### src/rtl/design_example_pkg.sv
// Shared definitions for the design-example driver: FSM encoding and the
// result a nominal run of the design example produces.
package design_example_pkg;

  typedef enum logic [2:0] {
    S_IDLE     = 3'd0,
    S_START    = 3'd1,
    S_WAIT_CLR = 3'd2,
    S_RUN      = 3'd3,
    S_DONE     = 3'd4
  } state_t;

  // Final A/E and latency of a run started from an idle design example
  localparam logic [3:0] A_DONE  = 4'b1101;
  localparam int         LAT_NOM = 16;

endpackage

### src/rtl/design_example_driver_sat_counter.sv
// Saturating up-counter with synchronous clear. o_cnt_inc is the value the
// counter takes on its next enabled edge, so callers can capture a count
// that includes the current cycle.
module sat_counter #(
  parameter int W   = 8,
  parameter int MAX = 64
) (
  input  logic         clock,
  input  logic         reset_b,
  input  logic         i_clr,
  input  logic         i_en,
  output logic [W-1:0] o_cnt,
  output logic [W-1:0] o_cnt_inc
);

  localparam logic [W-1:0] MAX_V = W'(MAX);

  logic [W-1:0] r_cnt;

  // Saturating increment: holds at MAX instead of wrapping
  always_comb begin
    o_cnt_inc = (r_cnt == MAX_V) ? r_cnt : r_cnt + 1'b1;
  end

  // Count register; clear has priority over enable
  always_ff @(posedge clock or negedge reset_b) begin
    if (!reset_b)   r_cnt <= '0;
    else if (i_clr) r_cnt <= '0;
    else if (i_en)  r_cnt <= o_cnt_inc;
  end

  assign o_cnt = r_cnt;

endmodule

### src/rtl/design_example_driver.sv
// Sole Start source for the design example: takes one command at a time,
// pulses Start, waits for F to clear then set, and returns A/E plus the
// run latency (or a timeout flag) on a valid/ready response port.
module design_example_driver
  import design_example_pkg::*;
#(
  parameter int TIMEOUT = 64,
  parameter int LAT_W   = 8
) (
  input  logic             clock,
  input  logic             reset_b,
  input  logic             cmd_valid,
  output logic             cmd_ready,
  output logic             Start,
  input  logic [3:0]       A_in,
  input  logic             E_in,
  input  logic             F_in,
  output logic             rsp_valid,
  input  logic             rsp_ready,
  output logic [3:0]       rsp_A,
  output logic             rsp_E,
  output logic [LAT_W-1:0] rsp_lat,
  output logic             rsp_timeout,
  output logic [7:0]       run_count
);

  localparam logic [LAT_W-1:0] TMO_V = LAT_W'(TIMEOUT);

  state_t             r_state, w_state_nxt;
  logic               r_start;
  logic [3:0]         r_rsp_A;
  logic               r_rsp_E;
  logic [LAT_W-1:0]   r_rsp_lat;
  logic               r_rsp_timeout;
  logic [7:0]         r_run_count;

  logic               w_accept;
  logic               w_cnt_en;
  logic               w_waiting;
  logic               w_complete;
  logic               w_tmo;
  logic [LAT_W-1:0]   w_cnt;
  logic [LAT_W-1:0]   w_cnt_inc;

  assign w_accept   = (r_state == S_IDLE) && cmd_valid;
  assign w_waiting  = (r_state == S_WAIT_CLR) || (r_state == S_RUN);
  assign w_cnt_en   = (r_state == S_START) || w_waiting;
  assign w_complete = (r_state == S_RUN) && F_in;
  assign w_tmo      = w_waiting && (w_cnt == TMO_V);

  // Latency counter saturates at TIMEOUT, so a completion landing on the
  // timeout cycle still reports TIMEOUT rather than TIMEOUT+1.
  sat_counter #(
    .W   (LAT_W),
    .MAX (TIMEOUT)
  ) u_lat_cnt (
    .clock     (clock),
    .reset_b   (reset_b),
    .i_clr     (w_accept),
    .i_en      (w_cnt_en),
    .o_cnt     (w_cnt),
    .o_cnt_inc (w_cnt_inc)
  );

  // Next-state decode; RUN completion beats timeout, while in WAIT_CLR the
  // timeout beats the move to RUN since nothing has completed yet.
  always_comb begin
    w_state_nxt = r_state;
    case (r_state)
      S_IDLE:     if (cmd_valid) w_state_nxt = S_START;
      S_START:    w_state_nxt = S_WAIT_CLR;
      S_WAIT_CLR: begin
        if (w_tmo)      w_state_nxt = S_DONE;
        else if (!F_in) w_state_nxt = S_RUN;
      end
      S_RUN:      if (F_in || w_tmo) w_state_nxt = S_DONE;
      S_DONE:     if (rsp_ready) w_state_nxt = S_IDLE;
      default:    w_state_nxt = S_IDLE;
    endcase
  end

  // State register and the registered Start pulse (high only in START)
  always_ff @(posedge clock or negedge reset_b) begin
    if (!reset_b) begin
      r_state <= S_IDLE;
      r_start <= 1'b0;
    end else begin
      r_state <= w_state_nxt;
      r_start <= (w_state_nxt == S_START);
    end
  end

  // Result capture; latency counts START through the completing cycle
  always_ff @(posedge clock or negedge reset_b) begin
    if (!reset_b) begin
      r_rsp_A       <= '0;
      r_rsp_E       <= 1'b0;
      r_rsp_lat     <= '0;
      r_rsp_timeout <= 1'b0;
    end else if (w_complete) begin
      r_rsp_A       <= A_in;
      r_rsp_E       <= E_in;
      r_rsp_lat     <= w_cnt_inc;
      r_rsp_timeout <= 1'b0;
    end else if (w_tmo) begin
      r_rsp_A       <= A_in;
      r_rsp_E       <= E_in;
      r_rsp_lat     <= TMO_V;
      r_rsp_timeout <= 1'b1;
    end
  end

  // Completed-response counter, bumped on the response handshake
  always_ff @(posedge clock or negedge reset_b) begin
    if (!reset_b)                             r_run_count <= '0;
    else if ((r_state == S_DONE) && rsp_ready) r_run_count <= r_run_count + 8'd1;
  end

  assign cmd_ready   = (r_state == S_IDLE);
  assign rsp_valid   = (r_state == S_DONE);
  assign Start       = r_start;
  assign rsp_A       = r_rsp_A;
  assign rsp_E       = r_rsp_E;
  assign rsp_lat     = r_rsp_lat;
  assign rsp_timeout = r_rsp_timeout;
  assign run_count   = r_run_count;

endmodule
### config.mk
export PLATFORM = sky130hd
export DESIGN_NAME = design_example_driver
export DESIGN_NICKNAME = d
export VERILOG_FILES = /design/src/rtl/design_example_pkg.sv /design/src/rtl/design_example_driver_sat_counter.sv /design/src/rtl/design_example_driver.sv
export SDC_FILE = /design/constraint.sdc
export NUM_CORES = 1
export LEC_CHECK = 0
export CAP_MARGIN = 5
export CORE_ASPECT_RATIO = 0.75
export CORE_MARGIN = 10
export CORE_UTILIZATION = 49
export DETAILED_ROUTE_END_ITERATION = 8
export PLACE_DENSITY = 0.78
export SETUP_SLACK_MARGIN = 0.3
export SLEW_MARGIN = 20
export SYNTH_ARGS = -nofsm -noshare
export SYNTH_HDL_FRONTEND = slang
export SYNTH_SLANG_ARGS = --single-unit
### constraint.sdc
create_clock -name clock -period 2.7 [get_ports clock]
set_clock_uncertainty 0.2 [all_clocks]
set_input_delay 0.81 -clock clock [delete_from_list [all_inputs] [get_ports clock]]
set_output_delay 0.81 -clock clock [all_outputs]
set_load 0.005 [all_outputs]
# Yosys cells after proc, flatten, opt, wreduce, memory -nomap -nowiden
# Index checks and enable logic that the tools add are counted.
[word_totals]
word_cells = 43
in_bits = 10
reg_bits = 34
out_inout_bits = 25
[classes]
n_reduce_logical = 10
n_eq_ne = 6
muxes = 17
add_sub_neg = 2
[ops]
columns = ["op", "n"]
rows = [
  ["two-way mux 8 bit", 5],
  ["adder 8 x 1 -> 8 bit (second input constant)", 2],
  ["two-way mux 3 bit", 5],
  ["case mux 3 bit (5 select lines)", 1],
  ["== test 8 x 7 -> 1 bit (second input constant)", 1],
  ["two-way mux 4 bit", 2],
  ["== test 3 x 1 -> 1 bit (second input constant)", 2],
  ["== test 3 x 2 -> 1 bit (second input constant)", 2],
  ["logical AND 1 bit", 4],
  ["two-way mux 1 bit", 4],
  ["nonzero test 2 bit", 2],
  ["== test 3 bit (second input constant)", 1],
  ["logical NOT 3 bit", 1],
  ["logical OR 1 bit", 3],
]

# Depth between registers and ports, before layout
[logic_depth]
word_depth = 7
depth_mapped = 6
depth_no_buf = 5

# By module
# Synthesis repeated with hierarchy kept, for this count alone.
[unflattened]
cells_unflattened = 166
hier_area_um2 = 1739.2
[modules_own_cells]
columns = ["module", "n_inst", "area_each_um2", "cells_per_inst", "seq_area_each_um2"]
rows = [
  ["design_example_driver", 1, 1164.9, 103, 650.6],
  ["sat_counter", 1, 574.3, 63, 200.2],
]

# Worst setup path before layout
# OpenSTA, ideal clock, no wires.
[synth_timing]
path_kind = "input-to-reg"
from = "input rsp_ready"
to = "register r_run_count[5] (netlist: run_count[5])"
setup_time_ns = 0.123
slack_ns = 0.481
cell_stages = 4
t_required_ns = 2.377
path_buffers = 0
arrival_time_ns = 1.896
path_cell_list = "nor4bb_1 and4_1 nand3_1 xnor2_1"
[synth_between]
elab_chain_len = 1
[synth_lines]
columns = ["item", "line", "text"]
rows = [
  ["start, declared", "design_example_driver.sv:19", "input logic rsp_ready,"],
  ["logical AND 1 bit", "design_example_driver.sv:116", "else if ((r_state == S_DONE) && rsp_ready) r_run_count <= r_run_count + 8'd1;"],
  ["end signal, assigned", "design_example_driver.sv:116", ""],
  ["end, declared", "design_example_driver.sv:35", "logic [7:0] r_run_count;"],
]
# No other way between the ends.
# A chain may end at the register's enable or synchronous reset.

# Worst setup path after layout
[layout_timing]
from = "register r_state[1]"
to = "output cmd_ready"
[layout_between]
elab_chain_len = 1
[layout_lines]
columns = ["item", "line", "text"]
rows = [
  ["start, declared", "design_example_driver.sv:29", "state_t r_state, w_state_nxt;"],
  ["start signal, assigned", "design_example_driver.sv:88", "r_state <= w_state_nxt;"],
  ["logical NOT 3 bit", "design_example_driver.sv:119", "assign cmd_ready = (r_state == S_IDLE);"],
  ["end, declared", "design_example_driver.sv:13", "output logic cmd_ready,"],
]
# No other way between the ends.

==> reports/metrics.yaml <==
maxCapViolCount: 0
timing.fmax_ghz: 0.429
fin_tns_setup_ps: 0
drc: 0
synth_warnings: 0
clkPwrFrac_pct: 19.0
seqCellArea_um2: 851
r2r_cells: 4
dr.pass1.iters: 4
combPwrFrac_pct: 42.1
synthTopCellsByArea: "dfrtp_1 53%, xnor2_1 4.9%, a22o_1 3.8%, mux2_2 2.8%, xor2_1 2.7%"
postSynth.asyncResetShare_pct: 100
synth_top_area_cell: "dfrtp_1"
yosys_register_bits: 34
hold_end: "rsp_lat[7]"
cts.htree.levels: 2
clkSinkCount: 34
p_leak_nw: 0.930
antenna_cells: 0
r2r_start: "r_state[2]"
holdPathStages: 1
p_int_mw: 1.37
critPathMaxFanout: 5
cp_data_arrival_time_ps: 1320
fin_crit_ps: 2330
seqPwrFrac_pct: 38.9
min_path_type: "flip-flop to flip-flop"
cts_buffer_depth: 2
tritoncts: "done"
place_area_um2: 1980
gr-usage-all-layers_pct: 13.0
layout-drive-gt1-share_pct: 13.4
synth_area_per_cell_um2: 11.8
avgViaCountPerCell: 5.60
vdd_drop_max_mv: 0.590
multi_input_area_um2: 709
antenna_found_initial: 0
root_buffer: "clkbuf_8"
drt-total-wl_mm: 3.60
r2r_end: "u_lat_cnt.o_cnt[7]"
synth_common_cells: "34 x dfrtp_1, 11 x nand2_1, 10 x nor2_1, 9 x xnor2_1, 7 x a22o_1"
wl_per_cell_um: 16.6
finalWeightedCongestion: 0.779
yosysSeqAreaShare_pct: 53.2
placementRows: 17
power_density_nw_per_um2: 1010
port_buffers: 34
nFillCells: 218
die_h_um: 69.5
grt_pass1_vias: 1228
whs_ps: 302
relSlewSlack_pct: 55.2
drt_iter0_markers: 103
die_w_um: 86.0
synthesis.area_um2: 1600
finalNetCount: 191
ant_nets: 0
grt_overflow: 0
tightestPinTransition_ps: 669
hp-start: "rsp_lat[7]"
dp.cells: 207
finalCritPeriodShare_pct: 86.3
initial_core_util_pct: 52.6
synthesis.nets: 149
crit_path_start_kind: "flip-flop"
outcome: "complete, no violations"
coreArea_um2: 3040
clkLatencyLatePin_ps: 290
syn_to_final_growth_pct: 30.8
netSwitchingPower_mw: 0.741
design_area_um2: 2090
hold_violations: 0
fp.dieArea_um2: 5970
io_pins: 35
clk_pin_slew_ps: 80
detailed_place_hpwl_mm: 2.59
rsz0062_at_grt: "no"
yosysMostFrequentCell: "dfrtp_1"
finalMaxSlewViolations: 0
setup_viol: 0
synthFlopType: "dfrtp_1"
post-route-util_pct: 68.7
grt_max_degree: 35
cp.required_ps: 1690
cts_inserted_buffers: 5
swShare_pct: 35.1
ff2ff_setup_slack_ps: 630
fin_cells: 217
crit_type: "flip-flop to primary output"
synth_top_area_share_pct: 53.2
grt_pass1_wl_mm: 6.31
ys_types: 36
vias: 1215
synth_edf_count: 0
cp-end-kind: "primary output"
synth_cells: 136
-- cells by family (layout without fill, tap and decap cells) --
group,Yosys count,count (layout),share of synthesized area [%]
AOI/OAI and AO/OA,33,33,15.7
adders and majority gates,3,3,2.35
muxes,6,6,4.69
buffers and inverters,7,50,2.58
and+or+nand+nor,39,39,13.9
xor gates and xnor gates,14,14,7.67
DFF,34,34,53.2
-- stage by stage --
step / setup WS, ps / power (mW)
finish: 371 / 2.11
global route: 316 / 2.28
CTS: 283 / 2.11
detailed placement: 140 / 1.69
global placement: 153 / 1.66
floorplan: 481 / 1.31
-- per-layer routing --
metal / routed length (um) / up-vias / global-route usage [%] / share of wire, %
met1: 1630 / 586 / 16.8 / 45
met2: 1540 / 49 / 17.4 / 43
li1: - / 572 / - / -
met5: 0 / - / 0 / 0
met3: 368 / 8 / 6.67 / 10
met4: 63 / 0 / 5.43 / 1.7
-- flip-flops by register name, summed over array words and instances (netlist names) --
register	cells
Start	1
r_state	3
rsp_A	4
rsp_E	1
rsp_lat	8
rsp_timeout	1
run_count	8
u_lat_cnt.o_cnt	8
-- layout make-up --
| class | count | area share, % |
|---|---|---|
| clock buffers | 6 | 3.95 |
| clock inverters | 2 | 0.598 |
| inverters | 3 | 0.539 |
| multi-input cells | 95 | 33.9 |
| flip-flops and latches | 34 | 40.7 |
| well taps | 38 | 2.27 |
| repair buffers | 39 | 18.0 |
-- power by group through the flow --
stage,Clock (mW),Sequential [mW],Combinational (mW)
2_1_floorplan,0,0.794,0.519
5_1_grt,0.439,0.848,0.995
6_report,0.401,0.820,0.888
3_3_place_gp,0,0.824,0.831
3_5_place_dp,0,0.835,0.858
4_1_cts,0.405,0.820,0.886
-- cell usage in the layout, fill, tap and decap left out, drive strengths merged, types with 5 or more instances in the layout --
| cell type | netlist | routed |
|---|---|---|
| dfrtp | 34 | 34 |
| clkdlybuf4s50 | 0 | 32 |
| nand2 | 11 | 11 |
| nor2 | 10 | 10 |
| xnor2 | 9 | 9 |
| a22o | 7 | 7 |
| clkbuf | 2 | 6 |
| mux2 | 6 | 6 |
| xor2 | 5 | 5 |
| o21ai | 5 | 5 |
| buf | 2 | 5 |
| nand3 | 5 | 5 |
-- worst max-delay path by stage --
stage / startpoint / end / slack, ps / cells after the start
after detailed placement: rsp_ready / run_count[7] / 140 / 6
after global placement: rsp_ready / run_count[5] / 150 / 6
after CTS: r_state[1] / cmd_ready / 280 / 3
final: r_state[1] / cmd_ready / 370 / 3
after global routing: r_state[1] / cmd_ready / 320 / 3
after floorplan: rsp_ready / run_count[5] / 480 / 4
-- critical path: stages, from the launching register on --
cell and delay, ps:
dfrtp_1 400, or2_4 280, nor2_1 120, clkdlybuf4s15_1 230
-- timing repair --
action | in CTS | in global routing
setup buffers | 2 | 0
hold buffers | 0 | 0
setup endpoints to repair | 2 | 2
gates resized for setup | 2 | 2
(Power assumes the default switching activity.)
